===== config.mk =====
export PLATFORM = sky130hd
export DESIGN_NAME = tcdm_bank_arbiter
export DESIGN_NICKNAME = d
export VERILOG_FILES = /design/src/rtl/tcdm_arb_pkg.sv /design/src/rtl/tcdm_arb_rr_sel.sv /design/src/rtl/tcdm_bank_arbiter.sv
export SDC_FILE = /design/constraint.sdc
export NUM_CORES = 1
export LEC_CHECK = 0
export BUFFER_PORTS_ARGS = -buffer_cell sky130_fd_sc_hd__clkbuf_2
export CAP_MARGIN = 25
export CORE_AREA = 3 3 128 130
export DETAILED_ROUTE_END_ITERATION = 16
export DIE_AREA = 0 0 131 133
export GPL_TIMING_DRIVEN = 0
export PLACE_DENSITY_LB_ADDON = 0.3
export SYNTH_ARGS = -nofsm -noshare
export SYNTH_HDL_FRONTEND = slang
export SYNTH_SLANG_ARGS = --single-unit

===== constraint.sdc =====
create_clock -name clk_i -period 8.2 [get_ports clk_i]
set_input_delay 0.41 -clock clk_i [delete_from_list [all_inputs] [get_ports clk_i]]
set_output_delay 0.41 -clock clk_i [all_outputs]
set_load 0.005 [all_outputs]

===== src/rtl/tcdm_arb_pkg.sv =====
// Shared types and helpers for the TCDM bank arbiter.
package tcdm_arb_pkg;

  typedef enum logic [1:0] {
    ARB_FIXED  = 2'd0,
    ARB_RR     = 2'd1,
    ARB_STARVE = 2'd2,
    ARB_RSVD   = 2'd3
  } arb_policy_e;

  // Index width that stays at least one bit for a single initiator.
  function automatic int idx_w(input int n);
    return (n > 1) ? $clog2(n) : 1;
  endfunction

endpackage


===== src/rtl/tcdm_arb_rr_sel.sv =====
// Rotating priority encoder: first set request at or after ptr, wrapping.
module tcdm_arb_rr_sel
  import tcdm_arb_pkg::*;
#(
  parameter int N  = 4,
  parameter int IW = idx_w(N)
) (
  input  logic [N-1:0]  req,
  input  logic [IW-1:0] ptr,
  output logic [N-1:0]  onehot,
  output logic [IW-1:0] idx
);

  logic found;

  // Scan from ptr upward, take the first requester seen.
  always_comb begin
    onehot = '0;
    idx    = '0;
    found  = 1'b0;
    for (int k = 0; k < N; k++) begin
      if (!found && req[(int'(ptr) + k) % N]) begin
        found                      = 1'b1;
        idx                        = IW'((int'(ptr) + k) % N);
        onehot[(int'(ptr) + k) % N] = 1'b1;
      end
    end
  end

endmodule


===== src/rtl/tcdm_bank_arbiter.sv =====
// N-to-1 arbiter in front of one TCDM bank with run-time selectable policy
// and a 1-cycle response return path to the granted initiator.
module tcdm_bank_arbiter
  import tcdm_arb_pkg::*;
#(
  parameter int N_INIT    = 4,
  parameter int AW        = 13,
  parameter int DW        = 32,
  parameter int BW        = 8,
  parameter int MAX_STALL = 15
) (
  input  logic                     clk_i,
  input  logic                     rst_ni,
  input  logic                     clear_i,
  input  logic [1:0]               policy_i,
  input  logic [N_INIT-1:0]        req_i,
  input  logic [N_INIT*AW-1:0]     add_i,
  input  logic [N_INIT-1:0]        wen_i,
  input  logic [N_INIT*DW-1:0]     data_i,
  input  logic [N_INIT*DW/BW-1:0]  be_i,
  output logic [N_INIT-1:0]        gnt_o,
  output logic [N_INIT-1:0]        r_valid_o,
  output logic [DW-1:0]            r_data_o,
  output logic                     mem_req_o,
  output logic [AW-1:0]            mem_add_o,
  output logic                     mem_wen_o,
  output logic [DW-1:0]            mem_data_o,
  output logic [DW/BW-1:0]         mem_be_o,
  input  logic                     mem_gnt_i,
  input  logic [DW-1:0]            mem_rdata_i,
  output logic                     stall_max_o
);

  localparam int IW  = idx_w(N_INIT);
  localparam int CW  = $clog2(MAX_STALL + 1);
  localparam int BEW = DW / BW;
  localparam logic [CW-1:0] SAT = CW'(MAX_STALL);

  logic [IW-1:0]     rr_ptr;
  logic [CW-1:0]     stall_cnt [N_INIT];
  logic              resp_pend;
  logic [IW-1:0]     resp_idx;

  logic [N_INIT-1:0] sat_req;
  logic [N_INIT-1:0] fix_oh, rr_oh, sat_oh, win_oh;
  logic [IW-1:0]     fix_idx, rr_idx, sat_idx, win_idx;
  logic [IW-1:0]     rr_next;
  logic              req_any;
  logic              granted;

  tcdm_arb_rr_sel #(.N(N_INIT), .IW(IW)) u_sel_fix (
    .req(req_i), .ptr('0), .onehot(fix_oh), .idx(fix_idx)
  );

  tcdm_arb_rr_sel #(.N(N_INIT), .IW(IW)) u_sel_rr (
    .req(req_i), .ptr(rr_ptr), .onehot(rr_oh), .idx(rr_idx)
  );

  tcdm_arb_rr_sel #(.N(N_INIT), .IW(IW)) u_sel_sat (
    .req(sat_req), .ptr('0), .onehot(sat_oh), .idx(sat_idx)
  );

  // Starving requesters and the debug flag for any saturated counter.
  always_comb begin
    sat_req     = '0;
    stall_max_o = 1'b0;
    for (int i = 0; i < N_INIT; i++) begin
      sat_req[i]  = req_i[i] && (stall_cnt[i] == SAT);
      stall_max_o = stall_max_o | (stall_cnt[i] == SAT);
    end
  end

  // Policy mux: pick the winner, drive the bank and the grant.
  always_comb begin
    win_oh  = fix_oh;
    win_idx = fix_idx;
    case (arb_policy_e'(policy_i))
      ARB_FIXED: begin
        win_oh  = fix_oh;
        win_idx = fix_idx;
      end
      ARB_STARVE: begin
        if (|sat_req) begin
          win_oh  = sat_oh;
          win_idx = sat_idx;
        end
      end
      default: begin
        win_oh  = rr_oh;
        win_idx = rr_idx;
      end
    endcase

    req_any    = |req_i;
    mem_req_o  = req_any;
    mem_add_o  = '0;
    mem_wen_o  = 1'b0;
    mem_data_o = '0;
    mem_be_o   = '0;
    if (req_any) begin
      mem_add_o  = add_i[int'(win_idx)*AW +: AW];
      mem_wen_o  = wen_i[win_idx];
      mem_data_o = data_i[int'(win_idx)*DW +: DW];
      mem_be_o   = be_i[int'(win_idx)*BEW +: BEW];
    end

    granted = req_any && mem_gnt_i;
    gnt_o   = granted ? win_oh : '0;
    rr_next = (int'(win_idx) == N_INIT - 1) ? '0 : IW'(int'(win_idx) + 1);
  end

  // Response return: valid one cycle after a grant, data only while valid.
  always_comb begin
    r_valid_o = '0;
    r_data_o  = '0;
    if (resp_pend) begin
      r_valid_o[resp_idx] = 1'b1;
      r_data_o            = mem_rdata_i;
    end
  end

  // Round-robin pointer follows every grant; clear wins over the update.
  always_ff @(posedge clk_i or negedge rst_ni) begin
    if (!rst_ni)      rr_ptr <= '0;
    else if (clear_i) rr_ptr <= '0;
    else if (granted) rr_ptr <= rr_next;
  end

  // Per-initiator wait counters, saturating at MAX_STALL.
  always_ff @(posedge clk_i or negedge rst_ni) begin
    if (!rst_ni) begin
      for (int i = 0; i < N_INIT; i++) stall_cnt[i] <= '0;
    end else if (clear_i) begin
      for (int i = 0; i < N_INIT; i++) stall_cnt[i] <= '0;
    end else begin
      for (int i = 0; i < N_INIT; i++) begin
        if (!req_i[i] || gnt_o[i])  stall_cnt[i] <= '0;
        else if (stall_cnt[i] != SAT) stall_cnt[i] <= stall_cnt[i] + CW'(1);
      end
    end
  end

  // Response tracking register; a grant in a clear cycle is still honoured.
  always_ff @(posedge clk_i or negedge rst_ni) begin
    if (!rst_ni) begin
      resp_pend <= 1'b0;
      resp_idx  <= '0;
    end else begin
      resp_pend <= granted;
      if (granted) resp_idx <= win_idx;
    end
  end

endmodule


==> results of run 1 <==
[power by group through the flow]
stage	clock, mW	sequential, mW	combinational, mW
floorplan	0	0.115	0.246
global placement	0	0.117	0.430
detailed placement	0	0.117	0.430
CTS	0.104	0.115	0.432
global route	0.110	0.116	0.469
finish	0.102	0.115	0.429
[worst min-delay path by stage]
stage / endpoint / cells after the start / slack [ns] / startpoint
after detailed placement: stall_cnt[14]$_DFFE_PN0P_ / 1 / 0.42 / rst_ni
final: stall_cnt[14]$_DFFE_PN0P_ / 1 / 0.13 / rst_ni
after global placement: stall_cnt[14]$_DFFE_PN0P_ / 1 / 0.43 / rst_ni
after global routing: stall_cnt[8]$_DFFE_PN0P_ / 1 / 0.18 / rst_ni
after CTS: stall_cnt[14]$_DFFE_PN0P_ / 1 / 0.16 / rst_ni
after floorplan: resp_idx[0]$_DFFE_PN0P_ / 0 / 0.11 / rst_ni
[state kept, by name (all words and copies together) (netlist names)]
register   count
stall_cnt     16
resp_idx       2
rr_ptr         2
resp_pend      1
[synth_stat cells, drive strengths merged, types with 6 or more instances]
cell      n  area, sq um
nor2     21         78.8
inv      10         37.5
nand2    13         48.8
nor3     14         75.1
o21ai     9         45.0
o22ai    50          313
dfrtp    21          526
clkbuf   15         56.3
buf      16          143
nand4     7         43.8
and2     32          200
nand3    13         65.1
ha       11          138
mux2i   106         1060
a21oi     6         30.0
[per-stage QoR]
| stage | cell area [sq um] | hold WS, ns | setup WS (ns) | utilization | total power [mW] |
|---|---|---|---|---|---|
| CTS | 5410 | 0.158 | 3.84 | 0.354 | 0.651 |
| global route | 5410 | 0.180 | 3.63 | 0.354 | 0.695 |
| global placement | 5320 | 0.426 | 3.45 | 0.349 | 0.547 |
| finish | 5410 | 0.135 | 3.89 | 0.354 | 0.646 |
| floorplan | 3390 | 0.114 | 4.97 | - | 0.361 |
| detailed placement | 5330 | 0.423 | 4.13 | 0.349 | 0.548 |
[cell families after synthesis]
family / count (synthesis) / synth area share
xor gates and xnor gates: 5 / 0.0129
buffers and inverters: 41 / 0.0697
and+or+nand+nor: 117 / 0.189
adders and majority gates: 11 / 0.0406
AOI/OAI and AO/OA: 93 / 0.187
muxes: 112 / 0.346
DFF: 21 / 0.155
[metal layers]
metal | up-vias | share of wire | track usage
met5 | - | 0 | 0
met4 | 0 | 0.0061 | 0.0194
met3 | 10 | 0.085 | 0.0266
met2 | 245 | 0.49 | 0.293
met1 | 2024 | 0.41 | 0.223
li1 | 2207 | - | -
[final cells by class]
| type | count | area [sq um] |
|---|---|---|
| Multi-Input combinational cell | 338 | 2630 |
| Fill cell | 1671 | 9850 |
| Inverter | 10 | 37.5 |
| Buffer | 31 | 199 |
| Timing Repair Buffer | 333 | 1670 |
| Tap cell | 211 | 264 |
| Clock buffer | 4 | 78.8 |
| Sequential cell | 21 | 526 |
==> qor.yml, run 1 <==
outcome: "complete, no violations"
maxSlewHeadroom: 0.487
r2r-start: "rr_ptr[0]$_DFFE_PN0P_"
rrSetupSlack_ns: 4.77
dpl.cell_count: 944
drtIter0Drc: 203
final_cell_count_no_fill: 948
final_cell_mix: "332 x clkbuf_2, 106 x mux2i_1, 50 x o22ai_1, 32 x and2_1"
num_io_pins: 334
ys_ff_latch: 21
path_clk_slew_ns: 0.06
dp_hpwl_microns: 13800
hold_buffers: 0
netlist_area_sq_mm: 0.00339
grt_usage: 0.168
globalplace.congestion: 0.855
ir_drop_mv: 0.0587
cts_made_buffers: 3
seqPwrFrac: 0.178
worstPathRequired_ns: 7.79
grt-ovfl-total: 0
post_cts_buffers: 0
p_leak_nw: 3.09
cp_cell_sequence: "buf_2 -> inv_1 -> ha_1 -> mux4_2 -> nor2b_4 -> o2bb2ai_1 -> or4_1 -> clkbuf_1 -> buf_6 -> buf_6 -> mux2i_1 -> o22ai_1 -> clkbuf_2"
area_delta_synth_final_pct: 59.3
clock_latency_ns: 0.25
p_per_area_mw_per_mm2: 120
hold_viol: 0
cts_root_buffer: "clkbuf_16"
finalSetupViolations: 0
synth_flop_cell: "dfrtp_1"
fmax_mhz: 232
cts_tree: "yes"
grt_max_degree: 22
tightest_slew_ns: 0.769
drtAntennaViolNets: 0
final_common_cell: "clkbuf_2"
fin_crit_ns: 4.31
fin_nets: 991
worstPathMaxFanout: 10
worst_setup_path_end_kind: "output pin"
rr_endpoint: "rr_ptr[0]$_DFFE_PN0P_"
clock_skew_ns: 0.00267
max_stage_delay_ns: 0.49
syn_avg_cell_area_sq_um: 8.48
p_sw_mw: 0.260
drive_above_1_share: 0.493
drc: 0
antenna_cells: 0
ys_types: 43
die_h_microns: 133
vias: 4486
crit_family: "buffers and inverters"
p_int_mw: 0.386
drv_cap: 0
cp_common_cell: "buf_6"
combPwrFrac: 0.664
rsz0062_at_grt: "false"
dr.pass1.iters: 5
routed_via_density: 4.73
cts_resized: 0
setup_tns_ns: 0
r2r_cells: 12
critical-path-slowest-cell: "dfrtp_1"
start_util: 0.222
final_max_slew_viol_count: 0
dieArea_sq_mm: 0.0174
avgRoutedWirePerCell_microns: 17.0
fin_crit_sh: 0.526
hp-class: "in2async"
crit_arrival_ns: 3.90
port_buffers: 332
crit_path_end: "mem_add_o[8]"
start_kind: "flop"
startpoint: "rr_ptr[0]$_DFFE_PN0P_"
synth_enable_flop_cells: 0
netlist_instances: 400
grt_pass1_wl_microns: 23300
path_class: "reg2out"
rows: 45
worst-path-buf-inv: 6
core-area_sq_mm: 0.0153
cts_max_level: 1
synth_nets: 653
grt_pass1_vias: 4295
sw_frac_of_total: 0.402
clk_path_buf_depth: 2
clockPowerShare: 0.158
synthArstFlopShare: 1.00
cts.sinks: 21
yosys_warnings: 0
die_x_microns: 131
drt-total-wl_microns: 16100
path_depth: 13
ys_seq_area_frac: 0.155
grt_antenna_before_repair: 0
No activity file was read; power rests on OpenSTA's default activity.
==> inputs of run 2 (changes only) <==
--- a/config.mk
+++ b/config.mk
@@ -7,9 +7,9 @@
 export LEC_CHECK = 0
 export BUFFER_PORTS_ARGS = -buffer_cell sky130_fd_sc_hd__clkbuf_2
 export CAP_MARGIN = 25
-export CORE_AREA = 3 3 128 130
+export CORE_AREA = 3 3 129 131
 export DETAILED_ROUTE_END_ITERATION = 16
-export DIE_AREA = 0 0 131 133
+export DIE_AREA = 0 0 132 134
 export GPL_TIMING_DRIVEN = 0
 export PLACE_DENSITY_LB_ADDON = 0.3
 export SYNTH_ARGS = -nofsm -noshare
==> constraint.sdc (replaced) <==
create_clock -name clk_i -period 4.1 [get_ports clk_i]
set_input_delay 0.205 -clock clk_i [delete_from_list [all_inputs] [get_ports clk_i]]
set_output_delay 0.205 -clock clk_i [all_outputs]
set_load 0.005 [all_outputs]
==> qor.yml, run 2 (synthesis gave the netlist of run 1 again) <==
outcome: "complete, no violations"
regMostFlops: "stall_cnt"
p_sw_mw: 0.561  # +120%
p_per_area_mw_per_mm2: 245  # +110%
cts.sinks: 21  # unchanged
dieArea_sq_mm: 0.0177  # +1.5%
clock_skew_ns: 0.00233  # -0.000341 ns
maxSlewHeadroom: 0.571  # +0.0841
cts_made_buffers: 3  # unchanged
drtIter0Drc: 211  # +3.9%
hold_depth: 2
fmax_mhz: 258
largest_reg_flops: 16  # unchanged
grt_pass1_wl_microns: 25300  # +8.6%
path_class: "reg2out"
seqPwrFrac: 0.172  # -0.006
top_regs: "stall_cnt: 16 flops, resp_idx: 2 flops, rr_ptr: 2 flops"
finalInstanceArea_sq_mm: 0.00546  # +1.1%
final_max_slew_viol_count: 0  # unchanged
clockPowerShare: 0.156  # -0.002
drive_above_1_share: 0.502  # +0.00949
fin_nets: 993  # +0.20%
rsz0062_at_grt: "false"
num_io_pins: 334  # unchanged
clock_latency_ns: 0.25  # about the same
routed_via_density: 4.76  # +0.59%
tightest_slew_ns: 0.638  # -0.131 ns
globalplace.congestion: 0.832  # -2.7%
fin_crit_ns: 3.87
drtAntennaViolNets: 0  # unchanged
finalSetupViolations: 0  # unchanged
crit_arrival_ns: 3.67  # -0.23 ns
final_cell_mix: "336 x clkbuf_2, 106 x mux2i_1, 49 x o22ai_1, 32 x and2_1"
antenna_cells: 0  # unchanged
sw_frac_of_total: 0.418  # +0.0161
post-place-ws_ns: -0.247  # -4.38 ns
cts_max_level: 1  # unchanged
grt_max_degree: 22  # unchanged
grt_pass1_vias: 4394  # +2.3%
start_kind: "flop"
clk_path_buf_depth: 2  # unchanged
whs_ns: 0.205  # +0.0706 ns
place_area_sq_mm: 0.00533  # about the same
path_clk_slew_ns: 0.06  # about the same
worstPathMaxFanout: 10  # unchanged
grt-ovfl-total: 0  # unchanged
fin_crit_sh: 0.944
r2r_cells: 10  # -2
setup_tns_ns: 0  # unchanged
worstPathRequired_ns: 3.89  # -3.90 ns
hold_viol: 0  # unchanged
dp_hpwl_microns: 15100  # +9.4%
die_h_microns: 134  # +0.75%
grt_usage: 0.180  # +0.0120
drc: 0  # unchanged
dr.pass1.iters: 5  # unchanged
hp-class: "in2reg"
avgRoutedWirePerCell_microns: 18.2  # +7.1%
ir_drop_mv: 0.202  # +240%
drt-total-wl_microns: 17400  # +7.9%
start_util: 0.216  # -0.00643
cts_root_buffer: "clkbuf_16"
p_leak_nw: 3.12  # +1.0%
die_x_microns: 132  # +0.76%
rows: 46  # +2.2%
p_int_mw: 0.780  # +100%
fill_cells: 1697  # +1.6%
area_delta_synth_final_pct: 61.0
grt_antenna_before_repair: 0  # unchanged
port_buffers: 332  # unchanged
fin_ws_ns: 0.228  # -3.66 ns
final_common_cell: "clkbuf_2"
report.power.total_mw: 1.34  # +110%
vias: 4546  # +1.3%
worst_setup_path_end_kind: "output pin"
drv_cap: 0  # unchanged
cts_tree: "yes"
core-area_sq_mm: 0.0157  # +3.0%
combPwrFrac: 0.672  # +0.008
-- run 2: final timing paths --
path | from | to | slack, ns
min | clear_i | rr_ptr[0]$_DFFE_PN0P_ | 0.21
min reg2reg | stall_cnt[11]$_DFFE_PN0P_ | stall_cnt[11]$_DFFE_PN0P_ | 0.57
max | rr_ptr[0]$_DFFE_PN0P_ | mem_data_o[5] | 0.23
max in group asynchronous | rst_ni | resp_idx[0]$_DFFE_PN0P_ | 3.26
max reg2reg | rr_ptr[0]$_DFFE_PN0P_ | stall_cnt[2]$_DFFE_PN0P_ | 0.73
min in group asynchronous | rst_ni | stall_cnt[14]$_DFFE_PN0P_ | 0.47
-- run 2: what timing repair did --
action	CTS	global route
gates resized for setup	2	10
hold buffers	1	0
endpoints found under the hold margin	21	0
buffers inserted	0	2
setup endpoints to repair	50	46
-- run 2: worst max-delay path, stage by stage, from the launching register on --
cell	delay (ns)
dfrtp_1	0.47
clkbuf_4	0.27
inv_1	0.12
ha_1	0.40
mux4_2	0.37
nor2b_4	0.17
o2bb2ai_1	0.08
or4_1	0.45
clkbuf_1	0.15
buf_6	0.17
buf_6	0.16
mux2i_1	0.12
o22ai_1	0.27
clkbuf_2	0.18
-- run 2: layout make-up --
type,count,area [sq um],share of cell area
multi-input combinational,338,2660,0.486
timing repair buffer,335,1690,0.309
sequential,21,526,0.0962
tap,216,270,0.0495
buffer,31,206,0.0378
clock buffer,3,75.1,0.0137
inverter,10,37.5,0.00687
clock inverter,1,5.00,0.000916
-- run 2: through the flow --
step / cells / utilization
floorplan: 400 / -
global placement: 948 / 0.339
detailed placement: 948 / 0.339
CTS: 953 / 0.346
global route: 955 / 0.348
finish: 955 / 0.348
-- run 2: routing by layer --
metal,vias to the layer above,wire length (microns),global-route usage,part of all wire
li1,2219,-,-,-
met1,2061,7000,0.223,0.40
met2,254,8520,0.319,0.49
met3,12,1560,0.0428,0.090
met4,0,315,0.0362,0.018
met5,-,0,0,0
-- run 2: power groups by stage --
| stage | sequential, mW | combinational (mW) | clock, mW |
|---|---|---|---|
| after floorplan | 0.231 | 0.492 | 0 |
| after global placement | 0.235 | 0.895 | 0 |
| after detailed placement | 0.235 | 0.897 | 0 |
| after CTS | 0.231 | 0.903 | 0.213 |
| after global routing | 0.233 | 0.976 | 0.220 |
| final | 0.231 | 0.901 | 0.209 |
==> inputs of run 3 (changes only) <==
--- a/config.mk
+++ b/config.mk
@@ -5,11 +5,12 @@
 export SDC_FILE = /design/constraint.sdc
 export NUM_CORES = 1
 export LEC_CHECK = 0
+export ABC_AREA = 1
 export BUFFER_PORTS_ARGS = -buffer_cell sky130_fd_sc_hd__clkbuf_2
 export CAP_MARGIN = 25
-export CORE_AREA = 3 3 129 131
+export CORE_AREA = 3 3 128 130
 export DETAILED_ROUTE_END_ITERATION = 16
-export DIE_AREA = 0 0 132 134
+export DIE_AREA = 0 0 131 133
 export GPL_TIMING_DRIVEN = 0
 export PLACE_DENSITY_LB_ADDON = 0.3
 export SYNTH_ARGS = -nofsm -noshare
==> constraint.sdc (replaced) <==
create_clock -name clk_i -period 4.1 [get_ports clk_i]
set_input_delay 0.41 -clock clk_i [delete_from_list [all_inputs] [get_ports clk_i]]
set_output_delay 0.41 -clock clk_i [all_outputs]
set_load 0.005 [all_outputs]
==> qor.yml, run 3 <==
outcome: "complete, no violations"
seqPwrFrac: 0.140  # -0.032
ys_ff_latch: 21  # unchanged
cts_tree: "yes"
port_buffers: 331  # -0.30%
grt_antenna_before_repair: 0  # unchanged
dr.pass1.iters: 5  # unchanged
fmax_mhz: 259  # +0.25%
fin_crit_sh: 0.942  # -0.00234
dieArea_sq_mm: 0.0174  # -1.5%
die_h_microns: 133  # -0.75%
final_cell_mix: "332 x clkbuf_2, 216 x inv_1, 194 x nand2_1, 182 x nand3_1, 61 x a21oi_1"
yosys.area.top_type: "nand3_1"
rr_endpoint: "rr_ptr[1]$_DFFE_PN0P_"
die_x_microns: 131  # -0.76%
regMostFlops: "stall_cnt"
clock_skew_ns: 0.00198  # -0.000350 ns
synthArstFlopShare: 1.00  # unchanged
synth_flop_cell: "dfrtp_1"
largest_reg_flops: 16  # unchanged
synthTopCellsByArea: "nand3_1 20%, inv_1 18%, nand2_1 16%, dfrtp_1 12%, nand3b_1 8.3%"
finalSetupViolations: 0  # unchanged
fin_crit_ns: 3.86  # -0.00959 ns
start_util: 0.296  # +0.0801
hold_buffers: 0  # -1
rows: 45  # -2.2%
rsz0062_at_grt: "false"
maxSlewHeadroom: 0.412  # -0.159
synthTopCellsByCount: "216 x inv_1, 194 x nand2_1, 182 x nand3_1"
fin_nets: 1466  # +48%
grt-ovfl-total: 0  # unchanged
ir_drop_mv: 0.239  # +19%
cts.sinks: 21  # unchanged
sw_frac_of_total: 0.498  # +0.0792
core-area_sq_mm: 0.0153  # -2.9%
syn_avg_cell_area_sq_um: 5.15  # -39%
drt-total-wl_microns: 20600  # +18%
final_common_cell: "clkbuf_2"
routed_via_density: 4.65  # -2.2%
antenna_cells: 0  # unchanged
hp-class: "in2async"
avgRoutedWirePerCell_microns: 14.4  # -21%
final_max_slew_viol_count: 0  # unchanged
start_kind: "flop"
grt_usage: 0.217  # +0.0370
area_delta_synth_final_pct: 44.4
cts_made_buffers: 3  # unchanged
path_clk_slew_ns: 0.05  # about the same
p_leak_nw: 4.37  # +40%
post_cts_buffers: 0  # unchanged
combPwrFrac: 0.739  # +0.067
fin_ws_ns: 0.238  # +0.00959 ns
hold_viol: 0  # unchanged
clk_path_buf_depth: 2  # unchanged
worstPathRequired_ns: 3.69  # -0.20 ns
cts_root_buffer: "clkbuf_16"
drc: 0  # unchanged
r2r_cells: 13  # +3
top_regs: "stall_cnt: 16 flops, resp_idx: 2 flops, rr_ptr: 2 flops"
yosysTopAreaCellShare: 0.202  # -0.111
p_per_area_mw_per_mm2: 257  # +4.9%
netlist_area_sq_mm: 0.00452  # +33%
p_sw_mw: 0.836  # +49%
grt_max_degree: 22  # unchanged
netlist_instances: 877  # +120%
num_io_pins: 334  # unchanged
ys_seq_area_frac: 0.116  # -0.0386
drtIter0Drc: 385  # +82%
synth_enable_flop_cells: 0  # unchanged
tightest_slew_ns: 0.878  # +0.239 ns
yosys_warnings: 0  # unchanged
worst_setup_path_end_kind: "output pin"
synth_nets: 1130  # +73%
vias: 6622  # +46%
drtAntennaViolNets: 0  # unchanged
grt_pass1_wl_microns: 30500  # +21%
ys_types: 35  # -19%
dp_hpwl_microns: 17000  # +13%
cts_max_level: 1  # unchanged
clock_latency_ns: 0.25  # about the same
grt_pass1_vias: 5842  # +33%
drv_cap: 0  # unchanged
synth_most_common_cell: "inv_1"
setup_tns_ns: 0  # unchanged
p_int_mw: 0.844  # +8.2%
cts_resized: 0  # -2
worstPathMaxFanout: 11  # +1
path_class: "reg2out"
drive_above_1_share: 0.314  # -0.188
globalplace.congestion: 0.924  # +11%
crit_arrival_ns: 3.45  # -0.22 ns
clockPowerShare: 0.121  # -0.035
r2r-start: "rr_ptr[0]$_DFFE_PN0P_"
post-place-ws_ns: 0.553  # +0.801 ns
rrSetupSlack_ns: 1.29  # +0.56 ns
## run 3: cell types whose count changed after synthesis, moves of 48 or more
cell	delta
nand3b_1	+48
a21oi_1	+55
inv_1	+206
mux2i_1	-102
o22ai_1	-50
nand2_1	+181
nand3_1	+169
## run 3: cell type report
cell class                      instances  area, sq um
Buffer                                 53          240
Clock buffer                            4         78.8
Fill cell                            1758         8740
Inverter                              219          822
Multi-Input combinational cell        584         2940
Sequential cell                        21          526
Tap cell                              211          264
Timing Repair Buffer                  331         1660
## run 3: worst max path at each step
stage | start | end | slack (ns) | cells after the start
2_1_floorplan | rr_ptr[0]$_DFFE_PN0P_ | mem_data_o[10] | 1.44 | 14
3_3_place_gp | rr_ptr[0]$_DFFE_PN0P_ | mem_add_o[0] | 0.57 | 15
3_5_place_dp | rr_ptr[0]$_DFFE_PN0P_ | mem_add_o[0] | 0.55 | 15
4_1_cts | rr_ptr[0]$_DFFE_PN0P_ | mem_add_o[0] | 0.28 | 15
5_1_grt | rr_ptr[0]$_DFFE_PN0P_ | mem_add_o[11] | 0.003 | 15
6_report | rr_ptr[0]$_DFFE_PN0P_ | mem_add_o[0] | 0.24 | 15
## run 3: kinds of logic after synthesis
logic type	Yosys count	synth area share
xor gates and xnor gates	4	0.00776
DFF	21	0.116
and+or+nand+nor	480	0.501
muxes	4	0.00886
adders and majority gates	11	0.0305
buffers and inverters	272	0.235
AOI/OAI and AO/OA	85	0.100
## run 3: through the flow
stage	area (sq um)	util	hold slack, ns	cells	power (mW)
after floorplan	4520	-	0.114	877	0.953
after global placement	6440	0.422	0.408	1419	1.48
after detailed placement	6440	0.422	0.410	1419	1.48
after CTS	6520	0.427	0.140	1423	1.69
after global routing	6520	0.427	0.160	1423	1.85
final	6520	0.427	0.126	1423	1.68
## run 3: metal layers
layer	share of wire	vias to the layer above	GRT usage
met1	0.41	2940	0.279
met2	0.50	261	0.381
met4	0.019	0	0.0531
met5	0	-	0
li1	-	3395	-
met3	0.073	26	0.0242
## run 3: critical path, cell delays in order, from the launching register on
cell	delay [ns]
dfrtp_1	0.60
inv_2	0.17
ha_1	0.42
inv_1	0.13
nand3_1	0.08
nand2_1	0.13
nand3_1	0.13
nor2_2	0.21
nand2_1	0.10
nand2_1	0.07
nand2_1	0.04
nand2_1	0.31
buf_2	0.29
nand3_1	0.10
a21oi_1	0.23
clkbuf_2	0.17
## run 3: power groups by stage
| stage | clock (mW) | sequential (mW) | combinational, mW |
|---|---|---|---|
| after floorplan | 0 | 0.234 | 0.719 |
| after global placement | 0 | 0.237 | 1.24 |
| after detailed placement | 0 | 0.237 | 1.25 |
| after CTS | 0.208 | 0.234 | 1.25 |
| after global routing | 0.217 | 0.237 | 1.39 |
| final | 0.203 | 0.234 | 1.24 |
